`src/rtl/clock_sched_pkg.sv`:
```
// Shared types and constants for the clock-enable scheduler.
package clock_sched_pkg;

    localparam int unsigned DIV_W_DEFAULT = 16;

    typedef logic [DIV_W_DEFAULT-1:0] div_t;

    // Per-channel configuration, used for both shadow (pending) and applied state.
    typedef struct packed {
        div_t div;
        logic enable;
    } chan_cfg_t;

    // Channel-select width, never narrower than one bit.
    function automatic int unsigned ch_width(input int unsigned n);
        return (n > 1) ? $clog2(n) : 1;
    endfunction

    localparam int unsigned CH_W_DEFAULT = ch_width(4);

endpackage

```
`src/rtl/clock_sched_channel.sv`:
```
// One tick channel: counter, applied/shadow configuration, tick and square wave.
// Optional CLOCK_SCHED_SYNC_EN adds a phase-align input.
module clock_sched_channel
    import clock_sched_pkg::*;
#(
    parameter int unsigned DIV_W       = DIV_W_DEFAULT,
    parameter int unsigned DEFAULT_DIV = 3
) (
    input  logic             clk,
    input  logic             rst,
`ifdef CLOCK_SCHED_SYNC_EN
    input  logic             sync_pulse,
`endif
    input  logic             load,
    input  logic [DIV_W-1:0] cfg_div,
    input  logic             cfg_enable,
    output logic             tick,
    output logic             sq_out,
    output logic             active,
    output logic             pending
);

    chan_cfg_t        cur;
    chan_cfg_t        shd;
    logic [DIV_W-1:0] count;
    logic             sync;
    logic             boundary;
    logic             apply;

`ifdef CLOCK_SCHED_SYNC_EN
    assign sync = sync_pulse;
`else
    assign sync = 1'b0;
`endif

    // Last cycle of the current period of an enabled channel.
    assign boundary = cur.enable && (count == DIV_W'(cur.div));

    // Pending settings land at a period boundary, immediately when idle, or on sync.
    assign apply    = pending && (sync || !cur.enable || boundary);
    assign active   = cur.enable;

    // Configuration capture/apply and the period counter.
    always_ff @(posedge clk or negedge rst) begin
        if (!rst) begin
            cur     <= '{div: div_t'(DEFAULT_DIV), enable: 1'b0};
            shd     <= '{div: div_t'(DEFAULT_DIV), enable: 1'b0};
            pending <= 1'b0;
            count   <= '0;
            tick    <= 1'b0;
            sq_out  <= 1'b0;
        end else begin
            // load is only possible while nothing is pending, so it never meets apply
            if (apply) begin
                cur     <= shd;
                pending <= 1'b0;
            end else if (load) begin
                shd     <= '{div: div_t'(cfg_div), enable: cfg_enable};
                pending <= 1'b1;
            end

            if (sync && cur.enable) begin
                count  <= '0;
                tick   <= 1'b0;
                sq_out <= 1'b0;
            end else if (boundary) begin
                count  <= '0;
                tick   <= 1'b1;
                sq_out <= ~sq_out;
            end else if (cur.enable) begin
                count  <= count + DIV_W'(1);
                tick   <= 1'b0;
            end else begin
                count  <= '0;
                tick   <= 1'b0;
            end
        end
    end

endmodule

```
`src/rtl/clock_enable_scheduler.sv`:
```
// Multi-channel programmable clock-enable generator with a shared config port.
// Optional CLOCK_SCHED_SYNC_EN adds sync_pulse to phase-align all channels.
module clock_enable_scheduler
    import clock_sched_pkg::*;
#(
    parameter int unsigned NUM_CH      = 4,
    parameter int unsigned DIV_W       = DIV_W_DEFAULT,
    parameter int unsigned DEFAULT_DIV = 3
) (
    input  logic                           clk,
    input  logic                           rst,
`ifdef CLOCK_SCHED_SYNC_EN
    input  logic                           sync_pulse,
`endif
    input  logic                           cfg_valid,
    output logic                           cfg_ready,
    input  logic [ch_width(NUM_CH)-1:0]    cfg_ch,
    input  logic [DIV_W-1:0]               cfg_div,
    input  logic                           cfg_enable,
    output logic [NUM_CH-1:0]              tick,
    output logic [NUM_CH-1:0]              sq_out,
    output logic [NUM_CH-1:0]              active,
    output logic [NUM_CH-1:0]              pending
);

    localparam int unsigned CW    = ch_width(NUM_CH);
    localparam int unsigned SLOTS = 1 << CW;

    logic [SLOTS-1:0] pend_ext;
    logic             xfer;

    // Unused select codes read as not-pending, so out-of-range requests are accepted and dropped.
    always_comb begin
        pend_ext             = '0;
        pend_ext[NUM_CH-1:0] = pending;
    end

    assign cfg_ready = ~pend_ext[cfg_ch];
    assign xfer      = cfg_valid && cfg_ready;

    for (genvar i = 0; i < NUM_CH; i++) begin : g_ch
        clock_sched_channel #(
            .DIV_W       (DIV_W),
            .DEFAULT_DIV (DEFAULT_DIV)
        ) u_ch (
            .clk        (clk),
            .rst        (rst),
`ifdef CLOCK_SCHED_SYNC_EN
            .sync_pulse (sync_pulse),
`endif
            .load       (xfer && (int'(cfg_ch) == i)),
            .cfg_div    (cfg_div),
            .cfg_enable (cfg_enable),
            .tick       (tick[i]),
            .sq_out     (sq_out[i]),
            .active     (active[i]),
            .pending    (pending[i])
        );
    end

endmodule

```
`config.mk`:
```
export PLATFORM = sky130hd
export DESIGN_NAME = clock_enable_scheduler
export DESIGN_NICKNAME = d
export VERILOG_FILES = /design/src/rtl/clock_sched_pkg.sv /design/src/rtl/clock_sched_channel.sv /design/src/rtl/clock_enable_scheduler.sv
export SDC_FILE = /design/constraint.sdc
export NUM_CORES = 1
export LEC_CHECK = 0
export ABC_AREA = 1
export ABC_CLOCK_PERIOD_IN_PS = 4250
export CAP_MARGIN = 10
export CORE_ASPECT_RATIO = 1.4
export CORE_MARGIN = 5
export CORE_UTILIZATION = 50
export CTS_CLUSTER_DIAMETER = 40
export DETAILED_ROUTE_END_ITERATION = 7
export GPL_ROUTABILITY_DRIVEN = 0
export GPL_TIMING_DRIVEN = 1
export PLACE_DENSITY = 0.66
export SLEW_MARGIN = 10
export SYNTH_ARGS = -nofsm -noshare
export SYNTH_HDL_FRONTEND = slang
export SYNTH_HIERARCHICAL = 1
export SYNTH_SLANG_ARGS = --single-unit
```
`constraint.sdc`:
```
create_clock -name clk -period 4.25 [get_ports clk]
set_input_delay 0.6375 -clock clk [delete_from_list [all_inputs] [get_ports clk]]
set_output_delay 0.6375 -clock clk [all_outputs]
set_load 0.01 [all_outputs]
```
Word level (Yosys, flattened, before mapping)
Cells that the tools add are included.
{"block": "word_totals", "regBits": 212, "output_inout_bits": 17}
{"block": "op_classes", "addsub": 4, "order_cmp": 1, "n_eq_ne": 7, "n_mux": 22, "n_bitwise": 9, "reduce_logical": 30}
{"op": "16-bit two-way mux", "n": 8}
{"op": "16-bit by 1-bit adder with 16-bit output, second input constant", "n": 4}
{"op": "16-bit == test", "n": 4}
{"op": "1-bit logical AND", "n": 13}
{"op": "1-bit two-way mux", "n": 13}
{"op": "1-bit inverter", "n": 9}
{"op": "2-bit AND reduction", "n": 4}
{"op": "2-bit nonzero test", "n": 4}
{"op": "2-bit == test, second input constant", "n": 2}
{"op": "1-bit zero test", "n": 4}
{"op": "1-bit logical OR", "n": 4}
{"op": "2-bit by 3-bit < comparator with 1-bit output, second input constant", "n": 1}
{"op": "1-bit binary-select mux with 2-bit select", "n": 1}
{"op": "2-bit by 1-bit == test with 1-bit output, second input constant", "n": 1}
{"op": "2-bit zero test", "n": 1}

Logic depth before layout (Yosys ltp)
Gate-level depths: netlist (run 1).
{"block": "logic_depth", "ltp_word": 7, "ltp_mapped": 13, "depth_no_buf": 12}

Modules after synthesis
The synthesis (run 1) kept the hierarchy.
{"module": "clock_sched_channel", "instances": 4, "cells_per_inst": 341, "area_each_um2": 2583.7, "seq_area_each_um2": 1331.3}
{"module": "clock_enable_scheduler", "instances": 1, "cells_per_inst": 21, "area_each_um2": 101.3, "seq_area_each_um2": 0.0}

Worst setup path after synthesis (run 1)
Ideal clock, no wire load.
{"block": "synth_path", "kind": "input-to-reg", "start": "input cfg_ch[0]", "end": "register g_ch[2].u_ch/shd[10] in the netlist's numbering", "setup_time_ns": 0.066, "arrival_ns": 1.735, "setup_slack_ns": 2.449, "stages": 10, "cell_sequence": "inv_2 nand2_1 nand2_2 nand2_2 nand3_2 nor2_1 buf_1 buf_1 nand3_1 nand2_1"}
{"block": "synth_via", "elab_chain_len": 6, "word_cells_on_any_way": 7, "classes_between": "eq/ne (1); mux (2); bitwise (1); reduce/logical (3)"}
{"item": "start, declared", "line": "clock_enable_scheduler.sv:17", "source": "input logic [ch_width(NUM_CH)-1:0] cfg_ch,"}
{"item": "1-bit binary-select mux with 2-bit select", "line": "clock_enable_scheduler.sv:38", "source": "assign cfg_ready = ~pend_ext[cfg_ch];"}
{"item": "1-bit two-way mux (implied by the code)", "line": "clock_enable_scheduler.sv:38"}
{"item": "1-bit inverter", "line": "clock_enable_scheduler.sv:38"}
{"item": "1-bit logical AND", "line": "clock_enable_scheduler.sv:39", "source": "assign xfer = cfg_valid && cfg_ready;"}
{"item": "1-bit logical AND *", "line": "clock_enable_scheduler.sv:51", "source": ".load (xfer && (int'(cfg_ch) == i)),"}
{"item": "2-bit AND reduction (no source line) *"}
{"item": "end signal, assigned", "line": "clock_sched_channel.sv:47", "source": "shd <= '{div: div_t'(DEFAULT_DIV), enable: 1'b0};"}
{"item": "end signal, assigned", "line": "clock_sched_channel.sv:58", "source": "shd <= '{div: div_t'(cfg_div), enable: cfg_enable};"}
{"item": "end, declared", "line": "clock_sched_channel.sv:24", "source": "chan_cfg_t shd;"}
Every way passes the cells marked *; elsewhere a longest branch is shown, timed or not. The select of a mux whose other input is x is not followed.
A chain may end at the register's enable or synchronous reset.

Worst setup path after layout (run 1)
{"block": "layout_path", "start": "register g_ch[0].u_ch.pending", "end": "output cfg_ready"}
{"block": "layout_via", "elab_chain_len": 3}
{"item": "start, declared", "line": "clock_sched_channel.sv:20", "source": "output logic pending"}
{"item": "start signal, assigned", "line": "clock_sched_channel.sv:48", "source": "pending <= 1'b0;"}
{"item": "start signal, assigned", "line": "clock_sched_channel.sv:56", "source": "pending <= 1'b0;"}
{"item": "start signal, assigned", "line": "clock_sched_channel.sv:59", "source": "pending <= 1'b1;"}
{"item": "1-bit binary-select mux with 2-bit select", "line": "clock_enable_scheduler.sv:38"}
{"item": "1-bit two-way mux (implied by the code)", "line": "clock_enable_scheduler.sv:38"}
{"item": "1-bit inverter", "line": "clock_enable_scheduler.sv:38"}
{"item": "end, declared", "line": "clock_enable_scheduler.sv:16", "source": "output logic cfg_ready,"}
No other way between the ends. The select of a mux whose other input is x is not followed.

==> results of run 1 <==
==> critical path: stages, from the launching register on <==
cell and delay, ns:
dfrtp_1 0.86, nand2_1 0.14, nand2_2 0.10, nand2_2 0.06, and2_2 0.17, clkdlybuf4s50_1 0.47
==> Yosys cell counts, types with 5 or more instances <==
library cell and number:
dfstp_2 16, inv_1 176, buf_1 8, buf_2 16
o21ai_0 20, nand4_1 6, nand2_2 7, nor2_1 122
nand2_1 555, buf_6 16, xor2_1 20, dfrtp_1 196
inv_2 5, nand2_4 8, nand3_1 164, nor3_1 20
==> registers in the layout, indices dropped and copies added, names as in the netlist <==
name and count:
g_ch.u_ch/active 4, g_ch.u_ch/count 64, g_ch.u_ch/cur 64, g_ch.u_ch/pending 4, g_ch.u_ch/shd 68, g_ch.u_ch/sq_out 4, g_ch.u_ch/tick 4
==> final cells by class <==
class | instances | area (sq um)
Sequential cell | 212 | 5330
Multi-Input combinational cell | 948 | 4130
Tap cell | 256 | 320
Inverter | 181 | 679
Clock inverter | 19 | 224
Timing Repair Buffer | 45 | 449
Clock buffer | 35 | 778
Fill cell | 1924 | 8650
==> stage by stage <==
step / cells / power [W] / hold WS [ns] / area, sq um
floorplan: 1385 / 0.00496 / 0.342 / 10400
global placement: 1642 / 0.00548 / 0.453 / 10900
detailed placement: 1642 / 0.00557 / 0.454 / 10900
CTS: 1696 / 0.00808 / 0.130 / 11900
global route: 1696 / 0.00862 / 0.150 / 11900
finish: 1696 / 0.00799 / 0.108 / 11900
==> per-layer routing <==
layer,GRT usage,part of all wire,vias to the layer above
li1,-,-,4310
met1,0.259,0.44,3959
met2,0.340,0.49,156
met3,0.0270,0.041,45
met4,0.0659,0.028,0
met5,0,0,-
==> worst max path at each step <==
stage,slack [ns],cells after the start,to
floorplan,2.45,10,g_ch[2].u_ch/shd[10]$_DFFE_PN0P_
global route,1.14,5,cfg_ready
CTS,1.22,5,cfg_ready
global placement,1.51,7,cfg_ready
detailed placement,1.48,7,cfg_ready
finish,1.27,5,cfg_ready
==> logic make-up after synthesis <==
group,count (synthesis),synth area share
adder cells (fa/ha/maj),4,0.00480
AND/OR/NAND/NOR,892,0.357
buffers and inverters,225,0.0944
flip-flops,212,0.510
AO/OA/AOI/OAI,32,0.0173
XOR/XNOR,20,0.0168
==> power by group <==
group / internal [W] / switching (W)
sequential: 0.00284 / 0.000601
clock: 0.00152 / 0.000961
combinational: 0.000829 / 0.00124
total: 0.00519 / 0.00280
==> results.md, run 1 <==
- Async SR Flop Fraction: 1.00
- Kind of critical path: flop to primary output
- Crit path from: g_ch[0].u_ch/pending$_DFFE_PN0P_
- DRC: 0
- Reg-to-reg endpoint: g_ch[3].u_ch/shd[5]$_DFFE_PN0P_
- Sequential area share after synthesis: 0.510
- Num ports: 39
- Commonest non-fill, non-tap cell in the layout: nand2_1
- Drt pass-1 iters: 5
- CTS resizes: 0
- CTS max path bufs: 3
- # diodes: 0
- Starting Density: 0.508
- Fin worst setup slack: roughly 1.3 ns
- Post-place setup slack: about 1.5 ns
- Synthesized area: ~10000 sq um
- Area growth syn-to-layout: 14.1%
- Clk_skew: ~0.026 ns
- Main synth FF type: dfrtp_1
- IO Port Bufs: 38
- Most frequent cells in the layout: nand2_1, dfrtp_1, inv_1
- DP HPWL: 15.7 mm
- Final hold violations: 0
- Postcts setup bufs: 0
- TritonCTS clock tree: done
- Finished Core Util: 0.579
- DRT iter0 DRCs: between 400 and 500
- Synth unique cells: 25
- Vias per cell: around 5.0
- Reg2Reg Depth: 12
- Slew HR: 0.461
- Syn_nets: 1411
- Synth top area share: 0.470
- Pwr dens: 671 nW/um^2
- Routed wire length: between 20 and 25 mm
- Clk Latency, worst-skew pair: between 0.5 and 0.6 ns
- Die height: 181 um
- Max-cap violations: 0
- Clock root cell: clkbuf_16
- Worst Max-Slew Pin Slew: between 0.8 and 0.9 ns
- Synthesized instance count: about 1400
- WP data arrival: between 2 and 2.5 ns
- Final Cycle Share: 0.701
- Setup tns final: 0 ns
- Synth Register Bits: 212
- CORE AREA: between 20000 and 25000 sq um
- Gr ovfl total: 0
- Row count: 62
- Vias in the first global route: 8247
- Clk pin slew, worst setup/hold paths: roughly 0.06 ns
- First-pass GRT wire length: around 40 mm
- Die X-Extent: ~130 um
- CP endpoint kind: primary output
- Max frequency: ~340 MHz
- Final Max Tran Viols: 0
- Share of post-route cells with drive strength above 1: 0.0701
- Hold buffer count at cts: 0
- Total track usage: 0.198
- Drt wl/cell: between 10 and 15 um
- Static leakage: approximately 6.3 nW
- Worst min path class: input pin to async pin
- Startpoint types: flop
- Max rail drop VDD: 0.365 mV
- Unrepaired setup endpoints after global routing: false
- Net count reported at finish: roughly 1400
- H-tree depth: 1
- Via count: 8470
- Initial antenna violation count: 0
- Number of flops mapped to enable cells by yosys: 0
- Critical R2R Launch: g_ch[3].u_ch/cur[1]$_DFFE_PN1P_
- Antenna Nets Post-Route: 0
- Endpoints failing setup: 0
- Clk sinks: approximately 210
- FF-to-FF setup slack: between 1.5 and 2 ns
- Synth warn: 6
- Mean post-synth cell area: 7.54 sq um
- Worst Path Required: roughly 3.6 ns
- Die area: 23900 sq um
- Largest net degree at the start of global routing: between 80 and 90
- Ranking of synthesized cells by area: dfrtp_1, nand2_1, nand3_1, inv_1, nor2_1
- Crit-path max FO: 21
- Final Critical Period: around 3.0 ns
- Outcome: complete, no violations
- CTS buffer count: 29
- Yosys top cell by area: dfrtp_1
No activity file was read; power rests on OpenSTA's default activity.
==> run 2, diff against run 1 <==
- ABC_CLOCK_PERIOD_IN_PS: 4250 -> 2900
- clock period: 4.25 -> 2.9 ns (I/O delays scaled with it)
==> run 2 against run 1 <==
Routed wire length is 0.53% higher; global-route usage grew 0.18 points; final cell count grew 0.65%; die area is the same; non-clock buffer count is 11 higher; largest cell class unchanged.
==> results.md, run 2 (synthesized netlist as in run 1, its figures left out) <==
- Clk sinks: 212 (unchanged)
- Hold Crit Start: g_ch[3].u_ch/shd[2]$_DFFE_PN1P_
- Worst-path cell chain: nand2_1, nand2_2, nand2_2, and2_2, clkdlybuf4s50_1 (unchanged)
- Gr ovfl total: 0 (unchanged)
- Final Cycle Share: 0.841
- Setup tns final: 0 ns (unchanged)
- Critical R2R Launch: g_ch[2].u_ch/cur[1]$_DFFE_PN1P_ (was g_ch[3].u_ch/cur[1]$_DFFE_PN1P_)
- Unrepaired setup endpoints after global routing: false (unchanged)
- Die X-Extent: 132 um (unchanged)
- Clk_skew: 0.0105 ns (was 0.0257 ns)
- Worst Max-Slew Pin Slew: 0.602 ns (was 0.808 ns)
- CORE AREA: 20600 sq um (unchanged)
- Max rail drop VDD: 0.775 mV (was 0.365 mV)
- Pwr dens: 973 nW/um^2 (was 671 nW/um^2)
- DRC: 0 (unchanged)
- Worst Path Required: 2.47 ns (was 3.61 ns)
- Vias in the first global route: 8225 (was 8247)
- Reg-to-reg endpoint: g_ch[2].u_ch/pending$_DFFE_PN0P_ (was g_ch[3].u_ch/shd[5]$_DFFE_PN0P_)
- WP data arrival: 2.00 ns (was 2.34 ns)
- Finished Core Util: 0.582 (was 0.579)
- Placed Cells: 1652 (was 1642)
- Starting Density: 0.508 (unchanged)
- H-tree depth: 1 (unchanged)
- Die height: 181 um (unchanged)
- Row count: 62 (unchanged)
- Most frequent cells in the layout: nand2_1, dfrtp_1, inv_1 (unchanged)
- Clock root cell: clkbuf_16 (unchanged)
- Worst min path class: flop to flop (was input pin to async pin)
- Top flop regs: g_ch.u_ch/shd: 68 flops, g_ch.u_ch/count: 64 flops, g_ch.u_ch/cur: 64 flops (unchanged)
- FF-to-FF setup slack: 0.67 ns (was 1.72 ns)
- Number of flip-flops in the largest register: 68 (unchanged)
- Final Critical Period: ~2.4 ns
- Most common cell on crit path: nand2_2 (unchanged)
- DP HPWL: 16.0 mm (was 15.7 mm)
- IO Port Bufs: 38 (unchanged)
- Final hold violations: 0 (unchanged)
- Reg2Reg Depth: 11 (was 12)
- Area growth syn-to-layout: 14.7% (was 14.1%)
- Endpoints failing setup: 0 (unchanged)
- First-pass GRT wire length: 40.2 mm (was 40.0 mm)
- Die area: 23900 sq um (unchanged)
- Startpoint types: flop (unchanged)
- Clk pin slew, worst setup/hold paths: 0.06 ns (about the same)
- CP max stage delay: 0.54 ns (was 0.86 ns)
- CTS buffer count: 29 (unchanged)
- Crit-path max FO: 9 (was 21)
- Commonest non-fill, non-tap cell in the layout: nand2_1 (unchanged)
- Clk Latency, worst-skew pair: 0.55 ns (about the same)
- Via count: 8498 (was 8470)
- Largest register by flop count: g_ch.u_ch/shd (unchanged)
- Postcts setup bufs: 0 (unchanged)
- Kind of critical path: flop to primary output (unchanged)
- Net count reported at finish: 1454 (was 1443)
- Max frequency: slightly above 400 MHz
- Largest net degree at the start of global routing: 72 (was 83)
- CTS max path bufs: 3 (unchanged)
- CTS resizes: 0 (unchanged)
- Total track usage: 0.200 (was 0.198)
- Hold Path Sink: g_ch[3].u_ch/shd[2]$_DFFE_PN1P_
- Routed wire length: 23.4 mm (was 23.3 mm)
- Antenna Nets Post-Route: 0 (unchanged)
- Drt wl/cell: 13.7 um (about the same)
- Delay-heaviest family, CP: flip-flops (unchanged)
- Static leakage: 6.31 nW (was 6.28 nW)
- Initial antenna violation count: 0 (unchanged)
- Vias per cell: 4.98 (was 4.99)
- TritonCTS clock tree: done (unchanged)
- Final Max Tran Viols: 0 (unchanged)
- Drt pass-1 iters: 5 (unchanged)
- Num ports: 39 (unchanged)
- Slew HR: 0.599 (was 0.461)
- Hold buffer count at cts: 1 (was 0)
- Hold depth: 2
- DRT iter0 DRCs: 669 (was 493)
- Max-cap violations: 0 (unchanged)
- Outcome: complete, no violations (unchanged)
- CP Buf/Inv Count: 1 (unchanged)
- Share of post-route cells with drive strength above 1: 0.0758 (was 0.0701)
- # diodes: 0 (unchanged)
- Slowest CP cell: dfrtp_1 (unchanged)
- Finished Layout Cells: 1707 (was 1696)
- CP endpoint kind: primary output (unchanged)
## run 2: cell count changes in the layout (fill, tap and decap cells not counted), moves of 2 or more
cell / change
buf_4: +9
clkbuf_8: -2
clkinv_2: -2
inv_8: -3
clkinvlp_4: +3
inv_6: +2
## run 2: through the flow
| stage | setup slack (ns) | hold WS [ns] | area [sq um] | total power [W] |
|---|---|---|---|---|
| 2_1_floorplan | 1.30 | 0.139 | 10400 | 0.00727 |
| 3_3_place_gp | 0.575 | 0.453 | 11000 | 0.00805 |
| 3_5_place_dp | 0.552 | 0.455 | 11000 | 0.00819 |
| 4_1_cts | 0.430 | 0.465 | 12000 | 0.0118 |
| 5_1_grt | 0.347 | 0.476 | 12000 | 0.0126 |
| 6_report | 0.461 | 0.461 | 12000 | 0.0116 |
## run 2: worst max-delay path by stage
stage,end,startpoint,cells after the start,slack (ns)
after detailed placement,cfg_ready,cfg_ch[0],7,0.55
after CTS,cfg_ready,g_ch[1].u_ch/pending$_DFFE_PN0P_,5,0.43
after global routing,cfg_ready,g_ch[1].u_ch/pending$_DFFE_PN0P_,5,0.35
final,cfg_ready,g_ch[1].u_ch/pending$_DFFE_PN0P_,5,0.46
after global placement,cfg_ready,cfg_ch[0],7,0.57
after floorplan,g_ch[2].u_ch/shd[10]$_DFFE_PN0P_,cfg_ch[0],10,1.30
## run 2: report_power, final
part,switching (W),total [W],internal (W)
Sequential,0.000836,0.00500,0.00417
Clock,0.00142,0.00351,0.00209
Combinational,0.00189,0.00313,0.00124
## run 2: tightest hold or removal path, cell delays in order (launching register included)
cell     delay (ns)
dfstp_2        0.37
nand2_1        0.05
nand2_1        0.04
## run 2: layout make-up
cell class / count / area [sq um]
timing repair buffer: 56 / 547
tap: 256 / 320
inverter: 181 / 679
clock buffer: 34 / 754
fill: 1919 / 8590
sequential: 212 / 5330
clock inverter: 20 / 219
multi-input combinational: 948 / 4130
## run 2: layer usage
metal  wire length, um  GRT usage  part of all wire
met2             11500      0.343              0.49
met1             10600      0.270              0.45
met4               441     0.0473             0.019
met5                 0          0                 0
met3               849     0.0262             0.036
==> run 3, diff against run 2 <==
- ABC_CLOCK_PERIOD_IN_PS: 2900 -> 2200
- PLACE_DENSITY: 0.66 -> 0.69
- clock period: 2.9 -> 2.2 ns (I/O delays scaled with it)
==> run 3 against run 2 <==
Utilization grew 0.091 points; die area is the same; sequential share of layout area shrank 0.069 points; sequential cell count is the same; combinational power grew 33%; total power grew 30%; first-iteration DRC count shrank 21%; register-to-register slack lost 0.42 ns; critical path depth shrank 3; final cell count grew 0.12%; hold slack lost 0.13 ns; final area grew 0.16%; critical path type unchanged; highest routed layer unchanged.
==> results.md, run 3 (synthesized netlist as in run 1, its figures left out) <==
- Top flop regs: g_ch.u_ch/shd: 68 flops, g_ch.u_ch/count: 64 flops, g_ch.u_ch/cur: 64 flops (unchanged)
- WP data arrival: 1.77 ns (was 2.00 ns)
- Clock root cell: clkbuf_16 (unchanged)
- CTS max path bufs: 3 (unchanged)
- FF-to-FF setup slack: 0.25 ns (was 0.67 ns)
- Die X-Extent: 132 um (unchanged)
- Slew HR: 0.662 (was 0.599)
- Vias per cell: 4.99 (was 4.98)
- Critical R2R Launch: g_ch[3].u_ch/cur[1]$_DFFE_PN1P_ (was g_ch[2].u_ch/cur[1]$_DFFE_PN1P_)
- Startpoint types: flop (unchanged)
- CORE AREA: 20600 sq um (unchanged)
- Max frequency: roughly 480 MHz
- Final hold violations: 0 (unchanged)
- Logic pwr share: 0.275 (was 0.269)
- Final Cycle Share: 0.953
- First-pass GRT wire length: 40.4 mm (was 40.2 mm)
- TritonCTS clock tree: done (unchanged)
- Via count: 8525 (was 8498)
- Die height: 181 um (unchanged)
- Largest register by flop count: g_ch.u_ch/shd (unchanged)
- Reg-to-reg endpoint: g_ch[3].u_ch/shd[14]$_DFFE_PN0P_ (was g_ch[2].u_ch/pending$_DFFE_PN0P_)
- Final Max Tran Viols: 0 (unchanged)
- Unrepaired setup endpoints after global routing: false (unchanged)
- Sw frac: 0.358 (was 0.356)
- Drt wl/cell: 13.7 um (about the same)
- Starting Density: 0.508 (unchanged)
- Num ports: 39 (unchanged)
- Clk pin slew, worst setup/hold paths: 0.06 ns (about the same)
- DP HPWL: 16.2 mm (was 16.0 mm)
- Reg area: 5330 sq um (unchanged)
- H-tree depth: 1 (unchanged)
- Pwr dens: 1270 nW/um^2 (was 973 nW/um^2)
- Static leakage: 6.33 nW (was 6.31 nW)
- Clk sinks: 212 (unchanged)
- Antenna Nets Post-Route: 0 (unchanged)
- Total track usage: 0.200 (about the same)
- Initial antenna violation count: 0 (unchanged)
- Net count reported at finish: 1458 (was 1454)
- Clk Latency, worst-skew pair: 0.53 ns (was 0.55 ns)
- Int Power: 0.00975 W (was 0.00750 W)
- Postcts setup bufs: 0 (unchanged)
- DRC: 0 (unchanged)
- Share of post-route cells with drive strength above 1: 0.0791 (was 0.0758)
- Finished Core Util: 0.583 (was 0.582)
- Worst Path Required: 1.87 ns (was 2.47 ns)
- Worst min path class: input pin to async pin (was flop to flop)
- Drt pass-1 iters: 5 (unchanged)
- Final Critical Period: approximately 2.1 ns
- Reg2Reg Depth: 12 (was 11)
- Die area: 23900 sq um (unchanged)
- Clk_skew: 0.0111 ns (was 0.0105 ns)
- Number of flip-flops in the largest register: 68 (unchanged)
- IO Port Bufs: 38 (unchanged)
- Outcome: complete, no violations (unchanged)
- Vias in the first global route: 8512 (was 8225)
- Most frequent cells in the layout: nand2_1, dfrtp_1, inv_1 (unchanged)
- Area taken by multi-input logic gates: 4130 sq um (unchanged)
- Gr ovfl total: 0 (unchanged)
- Clock Power Share: 0.290 (was 0.302)
- Psw: 0.00543 W (was 0.00414 W)
- CP endpoint kind: primary output (unchanged)
- # diodes: 0 (unchanged)
- Register share of total power: 0.435 (was 0.430)
- Commonest non-fill, non-tap cell in the layout: nand2_1 (unchanged)
- Setup tns final: 0 ns (unchanged)
- Layout fillers: 1887 (was 1919)
- Crit-path max FO: 20 (was 9)
- Endpoints failing setup: 0 (unchanged)
- Worst Max-Slew Pin Slew: 0.506 ns (was 0.602 ns)
- Max-cap violations: 0 (unchanged)
- DRT iter0 DRCs: 528 (was 669)
- CTS buffer count: 27 (was 29)
- Max rail drop VDD: 0.805 mV (was 0.775 mV)
- Largest net degree at the start of global routing: 60 (was 72)
- Kind of critical path: flop to primary output (unchanged)
- Row count: 62 (unchanged)
- Routed wire length: 23.5 mm (was 23.4 mm)
- Area growth syn-to-layout: 14.9% (was 14.7%)
==> run 3: power by group through the flow <==
stage,Combinational (W),Clock [W],Sequential [W]
floorplan,0.00324,0,0.00635
global placement,0.00404,0,0.00661
detailed placement,0.00420,0,0.00665
CTS,0.00423,0.00451,0.00661
global route,0.00491,0.00469,0.00681
finish,0.00417,0.00440,0.00660
==> run 3: final cells by class <==
type,count,share of cell area
Sequential cell,212,0.444
Timing Repair Buffer,62,0.0520
Clock buffer,29,0.0578
Clock inverter,21,0.0186
Inverter,181,0.0567
Tap cell,256,0.0267
Multi-Input combinational cell,948,0.344
==> run 3: worst max-delay path: stages (launching register included) <==
cell and delay [ns]:
dfrtp_1 0.37, buf_4 0.28, clkdlybuf4s50_1 0.59
==> run 3: stage by stage <==
stage                     instance area, sq um  cells  setup WS [ns]  power [W]  hold slack, ns
final                                    12000   1709          0.102     0.0152           0.333
after global routing                     12000   1709         0.0231     0.0164           0.381
after CTS                                12000   1709         0.0137     0.0153           0.336
after detailed placement                 11100   1658         0.0415     0.0108           0.333
after global placement                   11100   1658         0.0899     0.0107           0.334
after floorplan                          10400   1385          0.630    0.00959          0.0344
==> run 3: how the worst max path moves through the flow <==
stage,start,endpoint,slack [ns],cells after the start
final,g_ch[2].u_ch/pending$_DFFE_PN0P_,pending[2],0.10,2
after global routing,g_ch[1].u_ch/pending$_DFFE_PN0P_,pending[1],0.02,2
after CTS,g_ch[0].u_ch/pending$_DFFE_PN0P_,pending[0],0.01,2
after detailed placement,cfg_ch[0],cfg_ready,0.04,7
after global placement,cfg_ch[0],cfg_ready,0.09,7
after floorplan,g_ch[3].u_ch/pending$_DFFE_PN0P_,g_ch[2].u_ch/shd[10]$_DFFE_PN0P_,0.63,9
==> run 3: repair_timing <==
action                     in CTS  in global routing
setup endpoints to repair       1                  2
gates resized for setup         1                  2
hold endpoints to repair       49                  0
hold buffers                    1                  0
==> run 3: routing by layer <==
metal	wire, um	vias up	part of all wire	track usage
li1	-	4335	-	-
met1	9930	3986	0.42	0.251
met2	11800	153	0.50	0.350
met3	1020	51	0.043	0.0309
met4	762	0	0.032	0.0679
met5	0	-	0	0
